## src/rtl/slam_move_scheduler.sv

```systemverilog
// slam_move_scheduler: arbitrates host dead-reckoning commands (FIFO) and
// per-channel spike events (pending counters) onto a single {dir, step}
// valid/ready update port. Host bursts are bounded while spikes wait.
module slam_move_scheduler #(
  parameter int CMD_DEPTH  = 4,
  parameter int PEND_MAX   = 7,
  parameter int HOST_BURST = 2
) (
  input  logic                         clk,
  input  logic                         rst,
  input  logic                         enable,
  input  logic                         flush,
  input  logic [3:0]                   spike_in,
  input  logic [31:0]                  weights,
  input  logic                         cmd_valid,
  output logic                         cmd_ready,
  input  logic [17:0]                  cmd_data,
  output logic                         upd_valid,
  input  logic                         upd_ready,
  output logic [1:0]                   upd_dir,
  output logic [15:0]                  upd_step,
  output logic                         upd_src,
  output logic [$clog2(CMD_DEPTH):0]   fifo_level,
  output logic [4:0]                   ovf,
  input  logic                         ovf_clr
);

  localparam int AW = $clog2(CMD_DEPTH);
  localparam int PW = $clog2(PEND_MAX + 1);
  localparam int SW = $clog2(HOST_BURST + 1);
  localparam logic [PW-1:0] PMAX  = PW'(PEND_MAX);
  localparam logic [SW-1:0] SMAX  = SW'(HOST_BURST);
  localparam logic [AW:0]   DEPTH = (AW+1)'(CMD_DEPTH);

  logic [CMD_DEPTH-1:0][17:0] fifo_q, fifo_d;
  logic [AW-1:0]              wr_ptr_q, wr_ptr_d, rd_ptr_q, rd_ptr_d;
  logic [AW:0]                count_q, count_d;
  logic [3:0][PW-1:0]         pend_q, pend_d;
  logic [1:0]                 rr_ptr_q, rr_ptr_d;
  logic [SW-1:0]              streak_q, streak_d;
  logic [3:0]                 prev_spike_q, prev_spike_d;
  logic [3:0]                 ovf_q, ovf_d;
  logic                       upd_valid_q, upd_valid_d;
  logic [1:0]                 upd_dir_q, upd_dir_d;
  logic [15:0]                upd_step_q, upd_step_d;
  logic                       upd_src_q, upd_src_d;

  logic       fifo_nonempty, spike_pending, host_sel, load, push, pop;
  logic       found;
  logic [1:0] pick, idx;
  logic [3:0] rise, grant;

  assign cmd_ready  = (count_q != DEPTH);
  assign upd_valid  = upd_valid_q;
  assign upd_dir    = upd_dir_q;
  assign upd_step   = upd_step_q;
  assign upd_src    = upd_src_q;
  assign fifo_level = count_q;
  assign ovf        = {1'b0, ovf_q};

  // Arbitration: round-robin spike pick, bounded host streak, load decision
  always_comb begin
    found = 1'b0;
    pick  = 2'd0;
    idx   = 2'd0;
    for (int j = 0; j < 4; j++) begin
      idx = rr_ptr_q + 2'(j);
      if (!found && pend_q[idx] != '0) begin
        found = 1'b1;
        pick  = idx;
      end
    end
    fifo_nonempty = (count_q != '0);
    spike_pending = found;
    host_sel      = fifo_nonempty & ((streak_q < SMAX) | !spike_pending);
    load          = enable & (!upd_valid_q | upd_ready) & (fifo_nonempty | spike_pending);
    pop           = load & host_sel;
    push          = cmd_valid & cmd_ready & !flush;
    rise          = spike_in & ~prev_spike_q & {4{!flush}};
    grant         = '0;
    if (load && !host_sel) grant[pick] = 1'b1;
  end

  // Next state: FIFO, pending counters, overflow, streak, output register
  always_comb begin
    fifo_d       = fifo_q;
    wr_ptr_d     = wr_ptr_q;
    rd_ptr_d     = rd_ptr_q;
    count_d      = count_q;
    pend_d       = pend_q;
    rr_ptr_d     = rr_ptr_q;
    streak_d     = streak_q;
    prev_spike_d = spike_in;
    ovf_d        = ovf_clr ? 4'b0 : ovf_q;
    upd_valid_d  = upd_valid_q;
    upd_dir_d    = upd_dir_q;
    upd_step_d   = upd_step_q;
    upd_src_d    = upd_src_q;

    // host FIFO; cmd_ready never looks at a same-cycle pop
    if (push) begin
      fifo_d[wr_ptr_q] = cmd_data;
      wr_ptr_d         = wr_ptr_q + 1'b1;
    end
    if (pop) rd_ptr_d = rd_ptr_q + 1'b1;
    count_d = count_q + (AW+1)'(push) - (AW+1)'(pop);

    // pending counters: rise and grant together cancel out
    for (int i = 0; i < 4; i++) begin
      if (rise[i] && !grant[i]) begin
        if (pend_q[i] == PMAX) ovf_d[i] = 1'b1;
        else                   pend_d[i] = pend_q[i] + PW'(1);
      end else if (grant[i] && !rise[i]) begin
        pend_d[i] = pend_q[i] - PW'(1);
      end
    end

    // streak counts host grants made while a spike is waiting
    if (load && !host_sel)  streak_d = '0;
    else if (!spike_pending) streak_d = '0;
    else if (pop && streak_q != SMAX) streak_d = streak_q + SW'(1);

    // output register
    if (load) begin
      upd_valid_d = 1'b1;
      if (host_sel) begin
        upd_dir_d  = fifo_q[rd_ptr_q][17:16];
        upd_step_d = fifo_q[rd_ptr_q][15:0];
        upd_src_d  = 1'b0;
      end else begin
        upd_dir_d  = pick;
        upd_step_d = {8'h0, weights[{pick, 3'b000} +: 8]};
        upd_src_d  = 1'b1;
        rr_ptr_d   = pick + 2'd1;
      end
    end else if (upd_ready) begin
      upd_valid_d = 1'b0;
    end

    // flush drops queued work but leaves rr_ptr, ovf and the held update
    if (flush) begin
      wr_ptr_d = '0;
      rd_ptr_d = '0;
      count_d  = '0;
      pend_d   = '0;
      streak_d = '0;
    end
  end

  // State register with asynchronous reset
  always_ff @(posedge clk or posedge rst) begin
    if (rst) begin
      fifo_q       <= '0;
      wr_ptr_q     <= '0;
      rd_ptr_q     <= '0;
      count_q      <= '0;
      pend_q       <= '0;
      rr_ptr_q     <= '0;
      streak_q     <= '0;
      prev_spike_q <= '0;
      ovf_q        <= '0;
      upd_valid_q  <= 1'b0;
      upd_dir_q    <= '0;
      upd_step_q   <= '0;
      upd_src_q    <= 1'b0;
    end else begin
      fifo_q       <= fifo_d;
      wr_ptr_q     <= wr_ptr_d;
      rd_ptr_q     <= rd_ptr_d;
      count_q      <= count_d;
      pend_q       <= pend_d;
      rr_ptr_q     <= rr_ptr_d;
      streak_q     <= streak_d;
      prev_spike_q <= prev_spike_d;
      ovf_q        <= ovf_d;
      upd_valid_q  <= upd_valid_d;
      upd_dir_q    <= upd_dir_d;
      upd_step_q   <= upd_step_d;
      upd_src_q    <= upd_src_d;
    end
  end

endmodule

```

## config.mk

```make
export PLATFORM = sky130hd
export DESIGN_NAME = slam_move_scheduler
export DESIGN_NICKNAME = d
export VERILOG_FILES = /design/src/rtl/slam_move_scheduler.sv
export SDC_FILE = /design/constraint.sdc
export NUM_CORES = 1
export LEC_CHECK = 0
export BUFFER_PORTS_ARGS = -buffer_cell sky130_fd_sc_hd__buf_2
export CAP_MARGIN = 25
export CORE_MARGIN = 2
export CORE_UTILIZATION = 40
export CTS_CLUSTER_DIAMETER = 50
export DETAILED_ROUTE_END_ITERATION = 6
export SYNTH_ARGS = -nofsm -noshare
export SYNTH_HDL_FRONTEND = slang
export SYNTH_SLANG_ARGS = --single-unit
export TNS_END_PERCENT = 30
```

## constraint.sdc

```tcl
create_clock -name clk -period 5.39 [get_ports clk]
set_input_delay 1.078 -clock clk [delete_from_list [all_inputs] [get_ports clk]]
set_output_delay 1.078 -clock clk [all_outputs]
set_load 0.02 [all_outputs]
```

Word level (Yosys, flattened, before mapping). Index checks and enable logic that the tools add are counted.

Order comparisons: 10. $add $sub $neg: 17. Mux-type cells: 60. Eq/ne operators: 11. Shifts and indexed selects: 1. Bitwise operators: 13. Reduce and logical (&&, ||, !) cells: 47.

Operators by type and width (count): bitwise mux 72 bit (1); 2-to-1 mux 3 bit (17); binary-select mux 18 bit (select 2 bit) (1); demux 18 bit (select 2 bit) (1); 2-to-1 mux 18 bit (2); indexed part select 32 x 6 -> 8 bit (1); nonzero test 3 bit (9); 2-to-1 mux 2 bit (13); binary-select mux 3 bit (select 2 bit) (4); < comparator 2 x 3 -> 1 bit (second input constant) (7); 2-to-1 mux 1 bit (16); 2-to-1 mux 16 bit (1); logical AND 1 bit (15); logical NOT 1 bit (15); inequality test 3 bit (second input constant) (5); adder 3 x 1 -> 3 bit (second input constant) (4); equality test 3 bit (second input constant) (4); 2-to-1 mux 12 bit (1); subtractor 3 x 1 -> 3 bit (second input constant) (4); adder 2 x 1 -> 2 bit (second input constant) (5); AND reduction 2 bit (5); bitwise AND 4 bit (2); 2-to-1 mux 4 bit (2); bitwise AND 1 bit (6); other kinds (12) (18).

Logic and storage cells: 178. Bits of input ports: 61. Output and inout bits: 29. Register bits: 123.

Depth between registers and ports, before layout.
Depth after elaboration: 23. Mapped depth: 15. Depth with buffers taken out: 13.

Worst setup path after synthesis. No wires, ideal clock.

Path kind: input-to-reg. From: input upd_ready. To: register count_q[2] (netlist: fifo_level[2]). Required time: 5.258 ns. Buffers on the path: 1. Slack: 2.409 ns. Arrival: 2.849 ns. Stages: 12. Library setup time: 0.132 ns. Cells stage by stage: nand2b_1 > nand2_1 > a211oi_2 > buf_2 > ha_1 > inv_1 > ha_1 > inv_1 > fa_1 > xor2_1 > xnor2_1 > nor2_1.

Cells in the longest elaborated chain, start to end: 6.

RTL lines: from (decl) (RTL line 19) `input logic upd_ready,`; bitwise OR 1 bit (RTL line 76) `load = enable & (!upd_valid_q | upd_ready) & (fifo_nonempty | spike_pending);`; bitwise AND 1 bit (2 in a row) (RTL line 76); bitwise AND 1 bit (RTL line 77) `pop = load & host_sel;`; subtractor 3 x 1 -> 3 bit (RTL line 106) `count_d = count_q + (AW+1)'(push) - (AW+1)'(pop);`; 2-to-1 mux 3 bit (RTL line 141) `if (flush) begin`; named net count_d[2] (RTL line 37) `logic [AW:0] count_q, count_d;`; to (signal assigned) (RTL line 170) `count_q <= count_d;`; to (decl) (RTL line 37).

The timed path passes the listed nets, and every way through them passes these cells. A chain may end at the register's enable or synchronous reset.

Worst setup path in the final report.
From: register pend_q[1] (netlist bit). To: register pend_q[5] (netlist bit).

Cells in the longest elaborated chain, start to end: 23. Elaborated cells between the ends (all ways): 47. Classes of those cells: order compare: 2; eq/ne: 1; mux: 21; bitwise: 4; reduce/logical: 19.

RTL lines: from (decl) (RTL line 38) `logic [3:0][PW-1:0] pend_q, pend_d;`; from (signal assigned) (RTL line 171) `pend_q <= pend_d;`; parallel branches: the longest is 18 deep, another holds binary-select mux 3 bit (select 2 bit); 2-to-1 mux 4 bit * (RTL line 81) `if (load && !host_sel) grant[pick] = 1'b1;`; logical NOT 1 bit (RTL line 110) `if (rise[i] && !grant[i]) begin`; logical AND 1 bit (RTL line 110); inequality test 3 bit (no line), or another cell as far along; AND reduction 2 bit (no line) or 2-to-1 mux 12 bit (tied branches).

Mark *: on every way between the ends. The select of a mux whose other input is x is not followed.

==> results list <==
- Antenna violations before repair: 1
- The later pin in the worst-skew pair is clocked with a latency of 420 ps.
- Final sum of negative setup slack: 0 ps
* Final std cell area, no fill: 7100 um^2
- Of the available clock period, the critical path in the final layout requires 0.610.
- Based on the critical path, the design can be clocked at up to 0.304 GHz.
* #FFs+latches synth: 123
* Minimum clock period: 3290 ps
- Timing analysis after detailed placement gives a worst setup slack of 2130 ps.
* Routed len/inst: 17.8 um
- Number of flops mapped to enable cells by yosys: 0
* Area share of the largest cell type after synthesis: 0.520
* DPL Wire Length: 8590 um
* Count of cells resized by post-cts repair: 0
- Setup-failing EPs final: 0
- Height of the die: 126 um
- After detailed routing, the number of remaining DRC violations is 0.
- Wires add up to 12900 um.
* Critical path data required time: 5670 ps
- Buffers inserted to repair hold after CTS numbered 0.
- The Yosys step of the flow raised 0 warnings.
- In this run, distinct cell masters in the synthesized netlist total 50.
- The placed instances occupy a cell area of 6500 um^2.
- Using the TritonRoute via totals, the vias-per-cell ratio works out to 5.35.
- Dividing total power by cell area gives a power density of 580 nW/um^2.
* Total via count after detailed routing: 3869
* # rows: 44
* Detailed-routing iteration count for the pre-antenna-repair pass: 4
- Ports placed on the boundary: 90
* RSZ-0062 raised after global routing: no
- The most used flip-flop cell after synthesis is dfrtp_1.
* Fraction of the yosys area taken by sequential cells: 0.520
- The setup path with the least slack is of type flop to flop.
- Worst-path fanout max: 17
* Count leader, synth: dfrtp_1
- For the pin with the worst max-slew slack, the measured transition is 969 ps.
- Maximum Capacitance Violations: 0
- Global route total overflow: 0
- The die is 126 um wide.
- Hold/Removal Path Class: flop to flop
- Mapped cell area: 5920 um^2
- Entering global routing, the biggest net connects 80 pins.
- The area growth from synthesis to layout is 20.0%.
* CP Capture Type: flop
* Total global-route track usage: 0.171
- Post-CTS Setup Repair Bufs: 0
- After the last flow step, the layout net total stands at 602.
- Num Clock Sinks: 123
- After technology mapping, the gate count stands at 433.
- The count of nets left with antenna violations once routing finished came out at 0.
- Data on the critical path arrives at its endpoint at 3570 ps.
* Syn avg cell area: 13.7 um^2
- Fraction of registers with async set/reset: 1.00
* Overall power consumption: 4120 uW
- Slew Viols, Final: 0
- Gpl congestion: 0.777
- Of all cell types, the one taking the most synthesized area is dfrtp_1.
* Number of H-tree branching levels: 4
- Die Footprint: 15800 um^2
* Starting density of the core: 0.409
- Total count of hold-check failures in the final report: 0
- Total nets after synthesis: 510
* Maximum count of clock buffers along a single path: 2
- First-pass GRT wire length: 21200 um
- TritonCTS built the clock tree.
- After floorplanning, the core was sized to cover 14500 um^2.
- Fraction of final layout cells with drive strength greater than 1: 0.429
- Counting instances in the post-synthesis netlist gives the leading cell types as 123 x dfrtp_1, 73 x mux2_2, 20 x mux2i_1.
* Vias in the first global route: 4170
- Violation count after the first detailed-routing iteration: 186
- CTS Root Buffer Type: clkbuf_16
- Input/output buffers: 88
- Relative slew margins: 0.354
* Worst voltage drop across the vdd grid: 295 uV
- Count of fill cells added during filler insertion: 1273
* Top cells by area, synth: dfrtp_1 52%, mux2_2 14%, mux4_2 6.8%
* Result of the run: finished clean
* CTS buffer count: 17
- The worst setup path is launched from a flop.
- Across the whole layout, storage elements account for 3080 um^2.
- In the final layout, the multi-input gates occupy 2670 um^2.
- Clock-pin slew was measured on the worst setup and hold paths at 60 ps.
- Pleak: 0.00329 uW
- Final setup slack of the worst path: 2100 ps
- Skew final: 9.00 ps
[routing by layer]
layer	up-vias	track usage	routed length (um)
met5	-	0	0
met2	73	0.284	6500
li1	1795	-	-
met3	16	0.0506	507
met4	0	0.0575	183
met1	1985	0.216	5670
[cell families (layout without fill, tap and decap cells)]
| kind of cell | after synthesis | in the layout | synth area share |
|---|---|---|---|
| fa+ha+maj | 16 | 16 | 0.0351 |
| mux | 111 | 111 | 0.241 |
| simple gates | 63 | 63 | 0.0632 |
| xor+xnor | 18 | 18 | 0.0266 |
| flops | 123 | 123 | 0.520 |
| compound gates | 68 | 68 | 0.0839 |
| other cells | 1 | 2 | 0.000634 |
| buf+inv | 33 | 138 | 0.0292 |
[critical path, stage by stage, from the launching register on]
cell and delay [ps]:
dfrtp_1 470, nor3_4 290, nor2_1 90, o31a_1 300, a21oi_2 200, buf_4 320
ha_1 260, a31oi_1 180, xnor2_1 190, ha_1 220, a211oi_1 230, a32oi_1 150
xor2_1 170, o21ai_1 80
[cell type report]
type | count | share of cell area
Multi-Input combinational cell | 277 | 0.376
Timing Repair Buffer | 93 | 0.0701
Inverter | 13 | 0.00722
Tap cell | 184 | 0.0324
Antenna cell | 1 | 0.000352
Clock buffer | 19 | 0.0624
Sequential cell | 123 | 0.433
Clock inverter | 13 | 0.0187
[power by group]
part / leakage, uW / internal (uW) / switching [uW] / total (uW)
combinational: 0.00145 / 757 / 748 / 1500
sequential: 0.00157 / 1280 / 231 / 1510
clock: 0.000270 / 657 / 448 / 1110
[final timing paths]
check / depth (start not counted) / end / slack (ps) / start
max in group asynchronous: 4 / fifo_q[31] / 3650 / rst
max: 13 / pend_q[5] / 2100 / pend_q[1]
min in group asynchronous: 2 / pend_q[5] / 560 / rst
min reg2reg: 1 / fifo_q[44] / 500 / fifo_q[44]
min: 1 / fifo_q[44] / 500 / fifo_q[44]
max reg2reg: 13 / pend_q[5] / 2100 / pend_q[1]
[registers in the layout, summed over array words and instances (netlist names)]
name and flops:
rr_ptr_q 2, wr_ptr_q 2, fifo_q 72, ovf_q 4, upd_valid 1, streak_q 2, fifo_level 3, prev_spike_q 4
upd_step 16, upd_dir 2, pend_q 12, upd_src 1, rd_ptr_q 2
[metrics by stage]
step / std cells / hold WS, ps / util
finish: 723 / 496 / 0.491
global route: 722 / 517 / 0.490
CTS: 721 / 501 / 0.489
detailed placement: 689 / 487 / 0.449
global placement: 689 / 482 / 0.449
floorplan: 433 / 474 / -
[placed cells by master (no fill, tap or decap), types with 2 or more instances in the layout]
cell        netlist  final
dfrtp_1         123    123
buf_2             8     88
mux2_2           73     73
mux2i_1          20     20
mux4_2           18     18
clkbuf_16         0     17
nand2_1          16     16
ha_1             15     15
nor2_1           13     13
o21ai_0          13     13
inv_1            13     12
a22oi_1          10     10
xor2_1           10     10
o221ai_1          9      9
a22o_1            8      8
nand4_1           8      8
xnor2_1           8      8
a211oi_1          5      5
nor2b_1           5      5
inv_6             0      5
a31oi_1           4      4
a32oi_1           4      4
o21ai_1           4      4
nand2_2           4      4
clkinvlp_4        0      4
buf_4             2      4
nor3_2            3      3
or3_1             3      3
nor3_4            2      2
a21o_1            2      2
nand3_1           2      2
clkinv_4          0      2
Power figures use the tool's default switching activity.
